==> src/rtl/reg_file.sv <==
// Two-read/one-write register file with a pending-write scoreboard.
// Reads are registered, same-cycle writeback data is forwarded, and reads of pending registers stall.
module reg_file #(
    parameter int DATA_W    = 16,
    parameter int REG_COUNT = 16
) (
    input  logic              cpu_clk,
    input  logic              cpu_rst,
    input  logic              reg_a_read,
    input  logic [3:0]        reg_a,
    input  logic              reg_b_read,
    input  logic [3:0]        reg_b,
    output logic [DATA_W-1:0] reg_a_value,
    output logic [DATA_W-1:0] reg_b_value,
    output logic              stall,
    input  logic              lock_en,
    input  logic [3:0]        lock_reg,
    input  logic              wr_en,
    input  logic [3:0]        wr_reg,
    input  logic [DATA_W-1:0] wr_data,
    output logic [15:0]       busy
);

    logic [DATA_W-1:0] r_regs [REG_COUNT];
    logic [15:0]       r_busy;
    logic [DATA_W-1:0] r_a_value;
    logic [DATA_W-1:0] r_b_value;

    logic              w_hit_a;
    logic              w_hit_b;
    logic              w_blk_a;
    logic              w_blk_b;
    logic              w_stall;
    logic [DATA_W-1:0] w_a_data;
    logic [DATA_W-1:0] w_b_data;
    logic [15:0]       w_busy_next;

    always_comb begin
        w_hit_a = wr_en && (wr_reg == reg_a);
        w_hit_b = wr_en && (wr_reg == reg_b);

        // A same-cycle writeback to a pending register releases it immediately.
        w_blk_a = reg_a_read && r_busy[reg_a] && !w_hit_a;
        w_blk_b = reg_b_read && r_busy[reg_b] && !w_hit_b;
        w_stall = w_blk_a || w_blk_b;

        w_a_data = '0;
        if (w_hit_a)
            w_a_data = wr_data;
        else if (32'(reg_a) < REG_COUNT)
            w_a_data = r_regs[reg_a];

        w_b_data = '0;
        if (w_hit_b)
            w_b_data = wr_data;
        else if (32'(reg_b) < REG_COUNT)
            w_b_data = r_regs[reg_b];

        // Lock is applied after the clear so a colliding lock leaves the register pending.
        w_busy_next = r_busy;
        if (wr_en)
            w_busy_next[wr_reg] = 1'b0;
        if (lock_en)
            w_busy_next[lock_reg] = 1'b1;
    end

    always_ff @(posedge cpu_clk) begin
        if (cpu_rst) begin
            for (int unsigned i = 0; i < unsigned'(REG_COUNT); i++)
                r_regs[i] <= '0;
            r_busy    <= '0;
            r_a_value <= '0;
            r_b_value <= '0;
        end else begin
            if (wr_en && (32'(wr_reg) < REG_COUNT))
                r_regs[wr_reg] <= wr_data;
            r_busy <= w_busy_next;
            if (!w_stall) begin
                if (reg_a_read)
                    r_a_value <= w_a_data;
                if (reg_b_read)
                    r_b_value <= w_b_data;
            end
        end
    end

    assign reg_a_value = r_a_value;
    assign reg_b_value = r_b_value;
    assign stall       = w_stall;
    assign busy        = r_busy;

endmodule

==> config.mk <==
export PLATFORM = sky130hd
export DESIGN_NAME = reg_file
export DESIGN_NICKNAME = d
export VERILOG_FILES = /design/src/rtl/reg_file.sv
export SDC_FILE = /design/constraint.sdc
export NUM_CORES = 1
export LEC_CHECK = 0
export ABC_AREA = 0
export CAP_MARGIN = 0
export CORE_ASPECT_RATIO = 0.5
export CORE_MARGIN = 1.5
export CORE_UTILIZATION = 35
export DETAILED_ROUTE_END_ITERATION = 8
export MAX_ROUTING_LAYER = met4
export SYNTH_ARGS = -nofsm -noshare
export SYNTH_HDL_FRONTEND = slang
export SYNTH_SLANG_ARGS = --single-unit
==> constraint.sdc <==
create_clock -name cpu_clk -period 4.25 [get_ports cpu_clk]
set_clock_uncertainty 0.2 [all_clocks]
set_input_delay 0.6375 -clock cpu_clk [delete_from_list [all_inputs] [get_ports cpu_clk]]
set_output_delay 0.6375 -clock cpu_clk [all_outputs]
set_load 0.02 [all_outputs]
==> Yosys cells after proc, flatten, opt, wreduce, memory -nomap -nowiden <==
Memory sizes are Yosys's and may differ from the RTL's. A register that Yosys moved wholly into a read port is not among the register bits.
Index checks and enable logic that the tools add are counted.
{ "word_totals": {"input_bits": 38, "output_inout_bits": 49, "n_memories": 1, "mem_bits_rw": 256, "register_bits": 16, "elab_cells": 46} }
{ "op_classes": {"bitwise": 4, "magnitude_cmp": 6, "n_reduce_logical": 14, "n_eq_ne": 2, "mux": 18} }
{ "mem_list": {"columns": ["name", "depth", "word_bits", "read_ports", "rd_clocked_by_memory_dff", "wr", "line", "rtl"], "rows": [
  ["r_regs", 16, 16, 2, 2, 16, "24", "logic [DATA_W-1:0] r_regs [REG_COUNT];"]
]} }
{ "op_table": {"columns": ["op", "count"], "rows": [
  ["2-to-1 mux 16 bit", 3],
  ["less-than comparator 4 x 5 -> 1 bit, second input constant", 4],
  ["AND 16 bit", 1],
  ["NOT 16 bit", 1],
  ["OR 16 bit", 1],
  ["OR reduction 16 bit", 1],
  ["2-to-1 mux 1 bit", 10],
  ["binary-select mux 1 bit (select 4 bit)", 2],
  ["demux 1 bit (select 4 bit)", 2],
  ["equality test 4 bit", 2],
  ["greater-or-equal comparator 4 x 1 -> 1 bit, second input constant", 2],
  ["logical AND 1 bit", 8],
  ["2-to-1 mux 4 bit", 1],
  ["AND reduction 2 bit", 2],
  ["logical NOT 1 bit", 2],
  ["logical OR 1 bit", 1],
  ["NOT 1 bit", 1]
]} }

==> Longest topological paths before layout <==
{ "depth": {"ltp_word": 9, "depth_mapped": 8, "mapped_depth_nobuf": 5} }

==> Least setup slack after synthesis <==
Ideal clock, no wire load.
{ "synth_path": {"path_type": "in2out", "from": "input port reg_a[0]", "to": "output port stall", "path_slack_ns": 1.310, "required_time_ns": 3.412, "stages": 5, "t_arrival_ns": 2.103, "n_path_buf": 1, "path_cell_list": "buf_6 -> mux2_1 -> mux4_2 -> o221ai_4 -> o21ai_0"} }
{ "synth_between": {"elab_chain_cells": 5, "word_cells_on_any_way": 8, "cone_classes": "eq/ne: 1; mux: 2; reduce/logical: 5"} }
{ "synth_lines": {"columns": ["element", "line", "rtl"], "rows": [
  ["start, declared", "10", "input logic [3:0] reg_a,"],
  ["binary-select mux 1 bit (select 4 bit) or equality test 4 bit (tied branches)", "43, 39", null],
  ["2-to-1 mux 1 bit (implied by the code) or logical AND 1 bit (tied branches)", "43, 39", null],
  ["logical AND 1 bit or logical NOT 1 bit (tied branches)", "43", "w_blk_a = reg_a_read && r_busy[reg_a] && !w_hit_a;"],
  ["logical AND 1 bit (*)", "43", null],
  ["logical OR 1 bit (*)", "45", "w_stall = w_blk_a || w_blk_b;"],
  ["end, declared", "15", "output logic stall,"]
]} }
Mark *: on every way between the ends. The rest lies on a longest branch, timed or not. The select of a mux whose other input is x is not followed.

==> Worst setup path after layout <==
{ "layout_path": {"from": "input port reg_b[2]", "to": "output port stall"} }
{ "layout_between": {"elab_chain_cells": 5, "word_cells_on_any_way": 8, "cone_classes": "eq/ne: 1; mux: 2; reduce/logical: 5"} }
{ "layout_lines": {"columns": ["element", "line", "rtl"], "rows": [
  ["start, declared", "12", "input logic [3:0] reg_b,"],
  ["binary-select mux 1 bit (select 4 bit) or equality test 4 bit (tied branches)", "44, 40", null],
  ["2-to-1 mux 1 bit (implied by the code) or logical AND 1 bit (tied branches)", "44, 40", null],
  ["logical AND 1 bit or logical NOT 1 bit (tied branches)", "44", "w_blk_b = reg_b_read && r_busy[reg_b] && !w_hit_b;"],
  ["logical AND 1 bit (*)", "44", null],
  ["logical OR 1 bit (*)", "45", null]
]} }
Marks and branches as above.

==> results summary <==
The final net count is 1,272. The leakage power summed over all cells is 6.648 nW. The global-route total usage across every layer came out at 0.2172. The x dimension of the die came out at 310.3 µm. The number of buffers created by CTS is 34. The max-slew violation count is 0. The post-layout instance area came out at 19,200 µm². The routability-driven placement congestion ratio came out at 0.9502. The number of clock sinks seen by CTS is 304. The number of optimization iterations in the first detailed-route pass is 5. The standard cell with the maximum stage delay on the critical path is clkdlybuf4s50_1. The endpoint required time on the critical path is 3.41 ns. The total nets after synthesis came out at 1,201.

The top flip-flop cell by instance count after synthesis is edfxtp_1. The number of diodes added for antenna fixing is 0. The relative slew slack came out at 0.3825. The later pin in the worst-skew pair is clocked with a latency of 0.52 ns.

The via count of the first global-routing pass came out at 10,760. The first global-routing pass estimated 73,640 µm of wire. The cell area after synthesis is about 17,000 µm². The HPWL reported at the end of detailed placement came out at 32,960 µm. No sink is reached through more buffers than the 3 on the longest clock path.

The initial utilization of the core area, before any placement, comes to 0.3536. The async set-reset flop share out of synthesis is 0. The number of vias after detailed routing came out at roughly 11,000. The number of warning messages in the yosys log came out at 0. The worst-case IR drop observed on VDD is roughly 0.00026 V. STA puts the critical path data arrival time at 3.08 ns. The initial antenna violation count came out at 0.

The final core utilization is 0.4107. The filler cell count is 4,286. The per-instance average area after synthesis is 14.21 µm². In this run, distinct cell masters in the synthesized netlist total 42. Synthesis produced a netlist whose cell count is 1,163. The number of enable-type register cells in the synthesized netlist is around 260.

The post-cts hold buffer count came out at 0. The transition time of the tightest slew-check pin came out at 0.9242 ns. By area, the combinational part of the netlist is dominated by multiplexers. The number of hold-slack violations in the final timing report is 0. The count of antenna-violating nets left after detailed routing came out at 0. The maximum clock frequency is around 260 MHz. STA classifies the critical path endpoint as a primary output. The post-layout minimum cycle time is 3.920 ns. Setup repair after global routing left no endpoint under its margin. TritonCTS built the clock tree. The share of the synthesized area in compound gates (AO/OA/AOI/OAI) came out at 0.06997. The total cell area at the placement stage is ~18,000 µm². Of the total power, the share spent switching nets is 0.2521. The power spent charging and discharging nets came out at 0.001881 W.

The total negative slack is 0 ns. The cell that appears most often on the critical path is clkdlybuf4s50_1. The signal on the critical path passes through clkdlybuf4s50_1, mux4_2, a22o_1, o221ai_4, o21ai_0, clkdlybuf4s50_1. The critical path buffer and inverter count is 2. The total power after layout is approximately 0.0075 W. The type of the most critical hold path is reg2reg. The share of total power dissipated in sequential elements is 0.471. The number of H-tree levels is 2.

Of the total synthesized cell area, the portion taken by full adders, half adders and majority gates is 0. The number of buffers inserted by post-CTS setup repair came out at 0. The vertical die dimension came out at 156.6 µm. The sequential-to-total area share from yosys stat came out at 0.5234. Buffers placed on the I/O ports in this run total 86. The cell area power density came out at 388.6 nW/µm². The final worst-path cycle share is 0.9224. The floorplan has 56 rows. The internal portion of the total power is 0.005579 W. For this design the top-level I/O count stands at 87.

Entering global routing, the biggest net connects 66 pins. The root buffer cell chosen for the clock tree is clkbuf_16. The clock power share is 0.389. The library cells used most frequently in the layout, excluding fill and tap cells, are and2_1 (257), edfxtp_1 (256), mux4_2 (134), clkdlybuf4s50_1 (81), buf_4 (54). In this design, the largest share of critical-path delay is due to buffers and inverters. The synthesis-to-finish area growth is 16.17%. The share of cells above drive strength 1 came out at 0.2108. The xor/xnor cell area share of the yosys netlist is 0.004240. The clock-pin slew on the worst setup and hold paths is 0.06 ns. The nature of the critical path startpoint is a primary input. The final layout contains routed wiring with a total length of 51,220 µm. Measured against the total synthesized area, the mux share comes to 0.2296.

The final number of setup-violating endpoints came out at 0. The overall die area is 48,600 µm². The remaining global-route overflow came out at 0. The run finished with clean final reports. The remaining routing DRC violations came out at 0. The library cell used most frequently in the layout, excluding fill and tap cells, is and2_1. The number of max-cap violations is 0. The register bit count reported by yosys is 304. The area share of and/or/nand/nor cells after synthesis came out at 0.1375.

The detailed router's first-iteration violation count is 1,421. The count of instances resized after the clock tree is built is 0. Along the worst path, the maximum fanout reaches 8. The delay of the slowest critical-path stage is a little under 0.8 ns.

Of the total power, combinational logic draws 0.140. The average wire per standard cell is 27.03 µm. The vias per cell is 5.731.

In this run the standard cell core region covers 46,730 µm². The critical path in this run is classified as in2out.
==> flip-flops by register name, indices dropped and copies added (netlist names) <==
register     cells
reg_b_value     16
busy            16
reg_a_value     16
r_regs         256
==> final cells by class <==
type	instances	area [µm²]	area share
repair buffers	142	1311	0.06831
multi-input cells	732	7295	0.3800
clock buffers	43	915.9	0.04771
clock inverters	16	152.6	0.007952
well taps	638	798.3	0.04159
flip-flops and latches	304	8648	0.4505
inverters	20	75.07	0.003911
==> power by group through the flow <==
stage	clock (W)	sequential (W)	combinational [W]
2_1_floorplan	0	0.00358	0.000593
3_3_place_gp	0	0.00355	0.00103
3_5_place_dp	0	0.00357	0.00103
4_1_cts	0.00294	0.00351	0.00104
5_1_grt	0.00307	0.00353	0.00109
6_report	0.00290	0.00351	0.00105
==> metal layers <==
metal  track usage  up-vias  part of all wire
met5             -        -                 0
met4       0.04228        0             0.016
met3       0.03846       63             0.087
met2        0.3253      484              0.46
met1        0.3102     5688              0.44
li1              -     4625                 -
==> worst register-to-register path, delay by kind of cell, from the launching register on <==
kind / cells / cell delay, ns
AO/OA/AOI/OAI: 2 / 0.61
flip-flops: 1 / 0.38
multiplexers: 3 / 1.27
==> worst paths after layout <==
kind,start,slack (ns),end,cells after the start
setup reg to reg,busy[5],1.67,reg_b_value[10],5
setup / recovery,reg_b[2],0.33,stall,6
hold / removal,reg_b_value[4],0.28,reg_b_value[4],2
hold reg to reg,reg_b_value[4],0.28,reg_b_value[4],2
==> cell usage after synthesis, types with 6 or more instances <==
cell type    n  area share
a2111oi_0   30       0.016
a21o_1      42       0.019
a221oi_1    30       0.016
and2_1     257       0.097
buf_2       13      0.0039
buf_4       12      0.0055
buf_6        6      0.0041
clkbuf_1    74       0.017
dfxtp_1     48       0.058
edfxtp_1   256        0.47
inv_1       18      0.0041
mux2_1      21       0.014
mux2_2      14      0.0095
mux2i_1     34       0.021
mux4_2     134        0.18
nand2_1     15      0.0034
nand2b_1     8      0.0030
nor2_1      19      0.0043
nor2b_1     35       0.013
nor3_1      38       0.012
o21ai_0     13      0.0039
xnor2_1      8      0.0042
==> cell families after synthesis <==
logic type                count (synthesis)
DFF                                     304
buffers and inverters                   127
and+or+nand+nor                         383
muxes                                   205
xor gates and xnor gates                  8
AOI/OAI and AO/OA                       136
==> stage by stage <==
stage | hold WS, ns | setup slack, ns | cells
floorplan | 0.3468 | 1.310 | 1163
global placement | 0.2709 | 0.3721 | 1836
detailed placement | 0.2769 | 0.3689 | 1836
CTS | 0.2859 | 0.3662 | 1895
global route | 0.3132 | 0.3104 | 1895
finish | 0.2806 | 0.3298 | 1895
No activity file was read; power rests on OpenSTA's default activity.
